--- config.mk ---
export PLATFORM = sky130hd
export DESIGN_NAME = load_store_unit
export DESIGN_NICKNAME = d
export VERILOG_FILES = /design/src/rtl/lsu_pkg.sv /design/src/rtl/load_store_unit_align.sv /design/src/rtl/load_store_unit.sv
export SDC_FILE = /design/constraint.sdc
export NUM_CORES = 1
export LEC_CHECK = 0
export BUFFER_PORTS_ARGS = -buffer_cell sky130_fd_sc_hd__buf_2
export CAP_MARGIN = 20
export CORE_ASPECT_RATIO = 0.7
export CORE_UTILIZATION = 50
export CTS_BUF_LIST = sky130_fd_sc_hd__clkbuf_8 sky130_fd_sc_hd__clkbuf_16
export CTS_CLUSTER_SIZE = 25
export DETAILED_ROUTE_END_ITERATION = 6
export PLACE_DENSITY = 0.77
export SYNTH_ARGS = -nofsm -noshare
export SYNTH_HDL_FRONTEND = slang
export SYNTH_SLANG_ARGS = --single-unit
--- constraint.sdc ---
create_clock -name clk -period 7.95 [get_ports clk]
set_clock_uncertainty 0.2 [all_clocks]
set_input_delay 0.3975 -clock clk [delete_from_list [all_inputs] [get_ports clk]]
set_output_delay 0.3975 -clock clk [all_outputs]
set_load 0.01 [all_outputs]
--- src/rtl/lsu_pkg.sv ---
// Shared definitions for the load/store unit: RISC-V size codes, FSM state
// encoding, default memory word-address width and request classification.
package lsu_pkg;

  // Default word-address width of the attached data memory (64 words)
  localparam int LSU_ADDR_W = 6;

  // RISC-V funct3 size codes for loads and stores
  localparam logic [2:0] F3_B  = 3'b000;
  localparam logic [2:0] F3_H  = 3'b001;
  localparam logic [2:0] F3_W  = 3'b010;
  localparam logic [2:0] F3_BU = 3'b100;
  localparam logic [2:0] F3_HU = 3'b101;

  typedef enum logic [1:0] {
    S_IDLE = 2'd0,
    S_RD   = 2'd1,
    S_WR   = 2'd2,
    S_RESP = 2'd3
  } lsu_state_t;

  // Stores only know the signed size codes; loads add the unsigned variants
  function automatic logic funct3_legal(input logic is_store, input logic [2:0] f3);
    logic ok;
    ok = 1'b0;
    case (f3)
      F3_B, F3_H, F3_W: ok = 1'b1;
      F3_BU, F3_HU:     ok = !is_store;
      default:          ok = 1'b0;
    endcase
    return ok;
  endfunction

  // Halfwords must sit on an even byte, words on a multiple of four
  function automatic logic addr_misaligned(input logic [2:0] f3, input logic [1:0] off);
    logic bad;
    bad = 1'b0;
    case (f3)
      F3_H, F3_HU: bad = off[0];
      F3_W:        bad = (off != 2'b00);
      default:     bad = 1'b0;
    endcase
    return bad;
  endfunction

endpackage

--- src/rtl/load_store_unit_align.sv ---
// Combinational data path of the load/store unit: picks the addressed
// byte/halfword out of a memory word (with sign or zero extension) and merges
// store data into the addressed lanes of a word. Little-endian lanes.
module lsu_align
  import lsu_pkg::*;
(
  input  logic [2:0]  funct3,
  input  logic [1:0]  byte_off,
  input  logic [31:0] rdata,
  input  logic [31:0] wdata,
  output logic [31:0] load_data,
  output logic [31:0] store_word
);

  logic [7:0]  byte_sel;
  logic [15:0] half_sel;

  // Load extraction: halfword lane comes from addr[1] only, so addr[0] is ignored
  always_comb begin
    byte_sel  = rdata[{byte_off, 3'b000} +: 8];
    half_sel  = byte_off[1] ? rdata[31:16] : rdata[15:0];
    load_data = 32'h0;
    case (funct3)
      F3_B:    load_data = {{24{byte_sel[7]}}, byte_sel};
      F3_H:    load_data = {{16{half_sel[15]}}, half_sel};
      F3_W:    load_data = rdata;
      F3_BU:   load_data = {24'h0, byte_sel};
      F3_HU:   load_data = {16'h0, half_sel};
      default: load_data = 32'h0;
    endcase
  end

  // Store merge: untouched lanes keep the word just read from memory
  always_comb begin
    store_word = rdata;
    case (funct3)
      F3_B: store_word[{byte_off, 3'b000} +: 8] = wdata[7:0];
      F3_H: begin
        if (byte_off[1]) store_word[31:16] = wdata[15:0];
        else             store_word[15:0]  = wdata[15:0];
      end
      F3_W:    store_word = wdata;
      default: store_word = rdata;
    endcase
  end

endmodule

--- src/rtl/load_store_unit.sv ---
// Load/store unit between a core request port and a single-word data memory.
// Loads read one word; word stores write directly; byte/halfword stores do a
// read-modify-write of the addressed word. Illegal size codes answer with an
// error and no memory traffic.
// Optional build macro LSU_MISALIGN_TRAP_EN: misaligned halfword/word accesses
// are rejected with an error instead of having their low address bits ignored.
module load_store_unit
  import lsu_pkg::*;
#(
  parameter int ADDR_W = LSU_ADDR_W
) (
  input  logic              clk,
  input  logic              rst,
  input  logic              req_valid,
  output logic              req_ready,
  input  logic              req_write,
  input  logic [2:0]        req_funct3,
  input  logic [31:0]       req_addr,
  input  logic [31:0]       req_wdata,
  output logic              resp_valid,
  output logic [31:0]       resp_rdata,
  output logic              resp_err,
  output logic              mem_read,
  output logic              mem_write,
  output logic [ADDR_W-1:0] mem_addr,
  output logic [31:0]       mem_wdata,
  input  logic [31:0]       mem_rdata
);

  lsu_state_t  state;
  logic        cap_write;
  logic [2:0]  cap_funct3;
  logic [1:0]  cap_off;
  logic [31:0] cap_wdata;
  logic [31:0] load_data;
  logic [31:0] store_word;
  logic        misaligned;
  logic        unused_addr_bits;

  assign req_ready        = (state == S_IDLE);
  assign unused_addr_bits = ^req_addr[31:ADDR_W+2];

`ifdef LSU_MISALIGN_TRAP_EN
  assign misaligned = addr_misaligned(req_funct3, req_addr[1:0]);
`else
  assign misaligned = 1'b0;
`endif

  lsu_align u_align (
    .funct3     (cap_funct3),
    .byte_off   (cap_off),
    .rdata      (mem_rdata),
    .wdata      (cap_wdata),
    .load_data  (load_data),
    .store_word (store_word)
  );

  // Access sequencer; memory strobes and response are registered so reset drops them at once
  always_ff @(posedge clk or posedge rst) begin
    if (rst) begin
      state      <= S_IDLE;
      cap_write  <= 1'b0;
      cap_funct3 <= 3'b000;
      cap_off    <= 2'b00;
      cap_wdata  <= 32'h0;
      resp_valid <= 1'b0;
      resp_rdata <= 32'h0;
      resp_err   <= 1'b0;
      mem_read   <= 1'b0;
      mem_write  <= 1'b0;
      mem_addr   <= '0;
      mem_wdata  <= 32'h0;
    end else begin
      case (state)
        S_IDLE: begin
          if (req_valid) begin
            cap_write  <= req_write;
            cap_funct3 <= req_funct3;
            cap_off    <= req_addr[1:0];
            cap_wdata  <= req_wdata;
            if (!funct3_legal(req_write, req_funct3) || misaligned) begin
              state      <= S_RESP;
              resp_valid <= 1'b1;
              resp_err   <= 1'b1;
              resp_rdata <= 32'h0;
            end else begin
              mem_addr <= req_addr[ADDR_W+1:2];
              if (req_write && (req_funct3 == F3_W)) begin
                state     <= S_WR;
                mem_write <= 1'b1;
                mem_wdata <= req_wdata;
              end else begin
                state    <= S_RD;
                mem_read <= 1'b1;
              end
            end
          end
        end
        S_RD: begin
          mem_read <= 1'b0;
          if (cap_write) begin
            state     <= S_WR;
            mem_write <= 1'b1;
            mem_wdata <= store_word;
          end else begin
            state      <= S_RESP;
            resp_valid <= 1'b1;
            resp_err   <= 1'b0;
            resp_rdata <= load_data;
          end
        end
        S_WR: begin
          mem_write  <= 1'b0;
          state      <= S_RESP;
          resp_valid <= 1'b1;
          resp_err   <= 1'b0;
          resp_rdata <= 32'h0;
        end
        S_RESP: begin
          resp_valid <= 1'b0;
          state      <= S_IDLE;
        end
        default: state <= S_IDLE;
      endcase
    end
  end

endmodule

Yosys cells after proc, flatten, opt, wreduce, memory -nomap -nowiden
Cells that the tools add are included.

Register bits after elaboration: 114. Bits in latches: 0. RAM bits: 0. Memory bits (read-only): 0. Bits of input ports: 103. Memories: 0.

Add/sub/neg operators: 1. Multiply operators: 0. Divide/modulo/power cells: 0. Magnitude comparators: 0. Eq/ne operators: 18. Shift-type cells: 3. Muxes and demuxes: 38. Bitwise operators: 0. Reductions and logical operators: 16.

Operators by type and width (number): $mux W32 (7); $pmux W32 S3 (2); $pmux W32 S5 (1); $pmux W32 S2 (1); $mux W16 (3); $bwmux W32 (1); $shift A8 B7 Y32 const A (1); $shiftx A32 B6 Y8 (1); $shiftx A8 B7 Y32 (1); $mux W1 (14); $eq A3 B3 Y1 const B (4); $ne A2 B2 Y1 const B (5); $reduce_and A5 Y1 (2); $pmux W2 S4 (1); $reduce_and A4 Y1 (2); $neg A5 Y7 (1); $eq A3 B1 Y1 const B (2); $eq A3 B2 Y1 const B (2); $logic_not A3 Y1 (2); $mux W2 (3); $pmux W1 S3 (2); $reduce_and A3 Y1 (2); $eq A2 B2 Y1 const B (2); $ne A2 B1 Y1 const B (2); 11 further kinds (12).

Depth between registers and ports, before layout
Depth after elaboration: 8. Mapped depth: 10. Mapped depth without buffers: 7.

Modules after synthesis
Synthesis repeated with hierarchy kept, for this count alone.

Cell total of the unflattened synthesis: 713. Area, all modules: 7219.4 um2.

By module, submodules not included: load_store_unit (instances 1, cells each 415, area each 5113.7 um2); lsu_align (instances 1, cells each 298, area each 2105.8 um2).

Least setup slack after synthesis
OpenSTA, ideal clock, no wires.

Path kind: register to register. Start: register cap_off[1]. End: register mem_wdata[30]. Setup time: 65 ps. Data arrival time: 2242 ps. Setup slack: 5443 ps. Stages on the path, launching flop included: 10. Buffers on the path: 2. Cells stage by stage: dfrtp_1 -> buf_4 -> buf_2 -> inv_1 -> ha_1 -> nor3b_1 -> nand4_1 -> and3_1 -> o21ai_0 -> a22o_1.

Word-level cells in the longest chain between the ends: 6.

RTL lines: start: declaration (line load_store_unit.sv:33) `logic [1:0] cap_off;`; start signal: assignment (line load_store_unit.sv:79) `cap_off <= req_addr[1:0];`; $neg A5 Y7 (line load_store_unit_align.sv:37) `F3_B: store_word[{byte_off, 3'b000} +: 8] = wdata[7:0];`; $shiftx A8 B7 Y32 or $shift A8 B7 Y32 (tied branches) (line load_store_unit_align.sv:37); $bwmux W32 (line load_store_unit_align.sv:37); $pmux W32 S3 * (line load_store_unit_align.sv:36) `case (funct3)`; $mux W32 * (line load_store_unit.sv:101) `if (cap_write) begin`; $pmux W32 S2 * (line load_store_unit.sv:74) `case (state)`; end signal: assignment (line load_store_unit.sv:91) `mem_wdata <= req_wdata;`; end signal: assignment (line load_store_unit.sv:104) `mem_wdata <= store_word;`; end: declaration (line load_store_unit.sv:26) `output logic [31:0] mem_wdata,`.

Mark *: on every way between the ends. The rest lies on a longest branch, timed or not. The select of a mux whose other input is x is not followed. A chain may end at the register's enable or synchronous reset.

Worst setup path in the final report
Start: register cap_off[0]. End: register mem_wdata[26].

Word-level cells in the longest chain between the ends: 6.

RTL lines (line): $neg A5 Y7 * (load_store_unit_align.sv:37); $shiftx A8 B7 Y32 or $shift A8 B7 Y32 (tied branches) (load_store_unit_align.sv:37); $bwmux W32 * (load_store_unit_align.sv:37); $pmux W32 S3 * (load_store_unit_align.sv:36); $mux W32 * (load_store_unit.sv:101); $pmux W32 S2 * (load_store_unit.sv:74).

Marked as above.

==> results.txt <==
The detailed-route DRC error count came out at 11. Ranked by instance count, the synthesized netlist is headed by dfrtp_1 (114), nand2_1 (77), mux2_2 (74). Slowest cell on the critical path: nor3b_1. Among all flip-flop cells after synthesis, the most frequent one is dfrtp_1.

Static timing analysis puts the maximum clock frequency at 321 MHz. Data on the critical path arrives at its endpoint at 3.24 ns. The run finished, with violations left.

The total number of clock tree sinks is 114. The minimum clock period after layout works out to 3.12 ns. The detail route stage leaves a number of antenna-violating nets equal to 0. The most frequent cell after synthesis was dfrtp_1. For the relative max-transition margin, the log shows 22.9%. The startpoint identified for the worst hold timing path is req_addr[6].

Final hold violation count: 0. The initial antenna violation count was 1. The placer congestion estimate was 0.912; the register clock-pin slew on the reported worst setup and hold paths was 0.05 ns. The die covers 0.0133 sq mm. Entering global routing, the biggest net connects 65 pins. The number of rows created at floorplan came out at 34.

For this configuration, the core starts out at a cell density of 51.3%. Cell family contributing the most delay on the critical path: simple AND/OR/NAND/NOR gates. Setup repair after global routing left no endpoint under its margin. The die is 137 microns wide. The vertical extent of the die came out at 96.7 microns.

Max-cap violations in this run came to 0. Of the cells placed in the final design, the portion with a size suffix greater than 1 is 35.9%. The fraction of synthesized cell area taken by the top area cell type came out at 44.6%. The number of antenna diodes in the final layout is 0. The total global-route track usage is 31.1%. The library cell used as clock root buffer is clkbuf_16.

Along the worst path, the maximum fanout reaches 10. The run gives 1 as the number of buffers added to fix hold violations after cts. Dividing the synthesized area by the synthesized cell count gives 10.0 sq um. The tools report the hold slack as 0.0161 ns. Kind of capture point of the worst setup path: a flop. Summed over all layers, the routed wires come to 20.3 mm.

The worst supply voltage drop on vdd is 0.000271 V, and the synthesis-stage register bit count is 114. The run gives 31.3 mm as the wire length of the first global-routing pass. Counting flops with an async set or reset pin after synthesis yields a share of 100%. The analysis attributes to cell leakage a power of 0.00352 uW. Number of H-tree levels: 4. The total overflow left after global routing is 0. The logs give 178 for the number of top-level design ports and 0 for the number of warnings reported in the yosys synthesis log.

In this run the cell area of the synthesized design comes to 0.00640 sq mm. For the post-synthesis net count, the log shows 753. After floorplanning, the core was sized to cover 0.0125 sq mm. Number of unique standard cell types used by synthesis: 55.

Clock latency on the worst-skew pair, taken at its later pin, is 0.41 ns. The count of endpoints failing setup in the final report came out at 0. The clock passes through at most 2 buffers.

The tools report the hold-critical path endpoint as mem_addr[4]. At the pin with the least slew margin, the transition time is 1.15 ns. Synthesis handed over a netlist of 640 instances. After routing, the total negative slack on setup checks comes to 0 ns. Critical path start-end classification: reg -> reg. For the worst flop-to-flop path, the logic depth is 7. In the final design database the tool counted 881 nets. Across all register-to-register paths, the minimum setup slack is 4.83 ns. For the worst setup path, the data required time is 8.07 ns.

The total CTS buffers was 17; the wire length per cell was 21.5 microns. The checks that failed: DRC. The post-cts gate resize count is 0. The run gives 940 as the final standard cell count with taps included and fillers excluded. STA classifies the critical path startpoint as a flop. Endpoint of the lowest-slack register-to-register path: mem_wdata[26].

The reg-to-reg startpoint was cap_off[0]. Counting flops with a built-in enable in the synthesized netlist gives 0. Port buffering added 153 buffers. The sum of buffers and inverters on the critical path is 1. The final-layout fill cell count was 1044. In this run the worst hold path is classified as in -> reg. For the length of the first detailed-routing pass in iterations, the log shows 7. On the worst path, the slowest cell contributes a delay of 0.95 ns.

The tools report the proportion of synthesized chip area in sequential cells as 44.6%. Power density over cell area: 455 mW/mm^2. Detailed placement finished with a half-perimeter wire length of 14.3 mm.

Of all cell types, the one taking the most synthesized area is dfrtp_1. The growth of design area from synthesis to finish works out to 22.1%. The run gives 0 as the final count of pins violating max slew.

TritonCTS built the clock tree. The detailed router finished its first iteration with 848 violations. For the number of buffers added for setup after CTS, the log shows 0. The run gives 5986 as the total number of vias. The critical path goes through inv_1, ha_1, nor3b_1, nand3_1, o2111ai_1, o21ai_0, o21ai_0. In this run, placement finished with an instance count of 908. The cell repeated most along the worst path was o21ai_0.

The number of vias per cell was 6.37; the utilization of the core after routing was 62.7%. By area the synthesized netlist is led by dfrtp_1 (45%), mux2_2 (13%), o21ai_0 (5.7%). Of the available clock period, the critical path in the final layout requires 39.2%. Counting instances, the worst hold path has a depth of 2. The tools report the via count of the first global-routing pass as 5764.
==> sequential cells by signal, indices dropped and copies added (netlist names) <==
register	cells
resp_err	1
mem_addr	6
mem_read	1
cap_wdata	32
mem_write	1
cap_funct3	3
state	2
resp_valid	1
cap_write	1
mem_wdata	32
cap_off	2
resp_rdata	32
==> per-stage QoR <==
stage	area (sq um)	power, uW	setup slack [ns]
5_1_grt	7810	3770	4.79
6_report	7810	3560	4.83
3_5_place_dp	7160	2700	4.99
2_1_floorplan	6400	2230	4.34
4_1_cts	7770	3500	4.94
3_3_place_gp	7160	2630	5.04
==> worst max-delay path by stage <==
stage | from | to | slack (ns) | cells past startpoint
2_1_floorplan | rst | cap_funct3[0] | 4.34 | 1
3_3_place_gp | cap_off[0] | mem_wdata[24] | 5.04 | 7
3_5_place_dp | cap_off[0] | mem_wdata[24] | 4.99 | 7
4_1_cts | cap_off[0] | mem_wdata[26] | 4.94 | 7
5_1_grt | cap_off[0] | mem_wdata[26] | 4.79 | 7
6_report | cap_off[0] | mem_wdata[26] | 4.83 | 7
==> area by class of cell <==
type	instances	area, sq um	share of cell area [%]
repair buffers	163	871	11.1
well taps	162	203	2.59
flip-flops and latches	114	2850	36.5
inverters	7	28.8	0.368
multi-input cells	465	3250	41.7
clock buffers	18	439	5.62
clock inverters	11	164	2.10
==> where the power goes <==
group | internal, uW | leakage, uW | switching (uW)
sequential | 833 | 0.00143 | 257
clock | 524 | 0.000293 | 265
combinational | 692 | 0.00180 | 986
==> cells by family (layout without fill, tap and decap cells) <==
group	after synthesis	in the layout	synth area share (%)
compound gates	223	223	22.7
fa+ha+maj	10	10	1.96
buf+inv	61	199	4.59
flops	114	114	44.6
mux	85	85	14.8
simple gates	147	147	11.3
==> layer usage <==
layer,track usage [%],share of wire [%],routed length (microns),vias to the layer above
met3,8.33,12,2430,36
li1,-,-,-,2649
met5,0,0.069,14,-
met1,46.4,44,8870,2916
met2,44.9,43,8660,383
met4,7.10,1.4,280,2
==> cells in the final DEF, fill, tap and decap left out, types with 3 or more instances in the layout <==
master and count:
buf_2 153, dfrtp_1 114, nand2_1 77, mux2_2 74, o21ai_0 73, o21ai_1 26, a22oi_1 24, a21oi_1 21
nand3_1 18, clkbuf_16 17, nor2_1 16, o2111ai_1 14, a31oi_1 10, mux2i_1 10, ha_1 10, nand2b_1 8
a221oi_1 8, a222oi_1 7, a32oi_1 7, a21boi_0 7, o221ai_1 7, buf_4 7, inv_1 6, nor2b_1 4
a22o_1 4, clkinv_2 4, bufinv_16 4, a21o_1 3, nor3_2 3, nor3b_1 3, and3b_1 3
No activity file was read; power rests on OpenSTA's default activity.
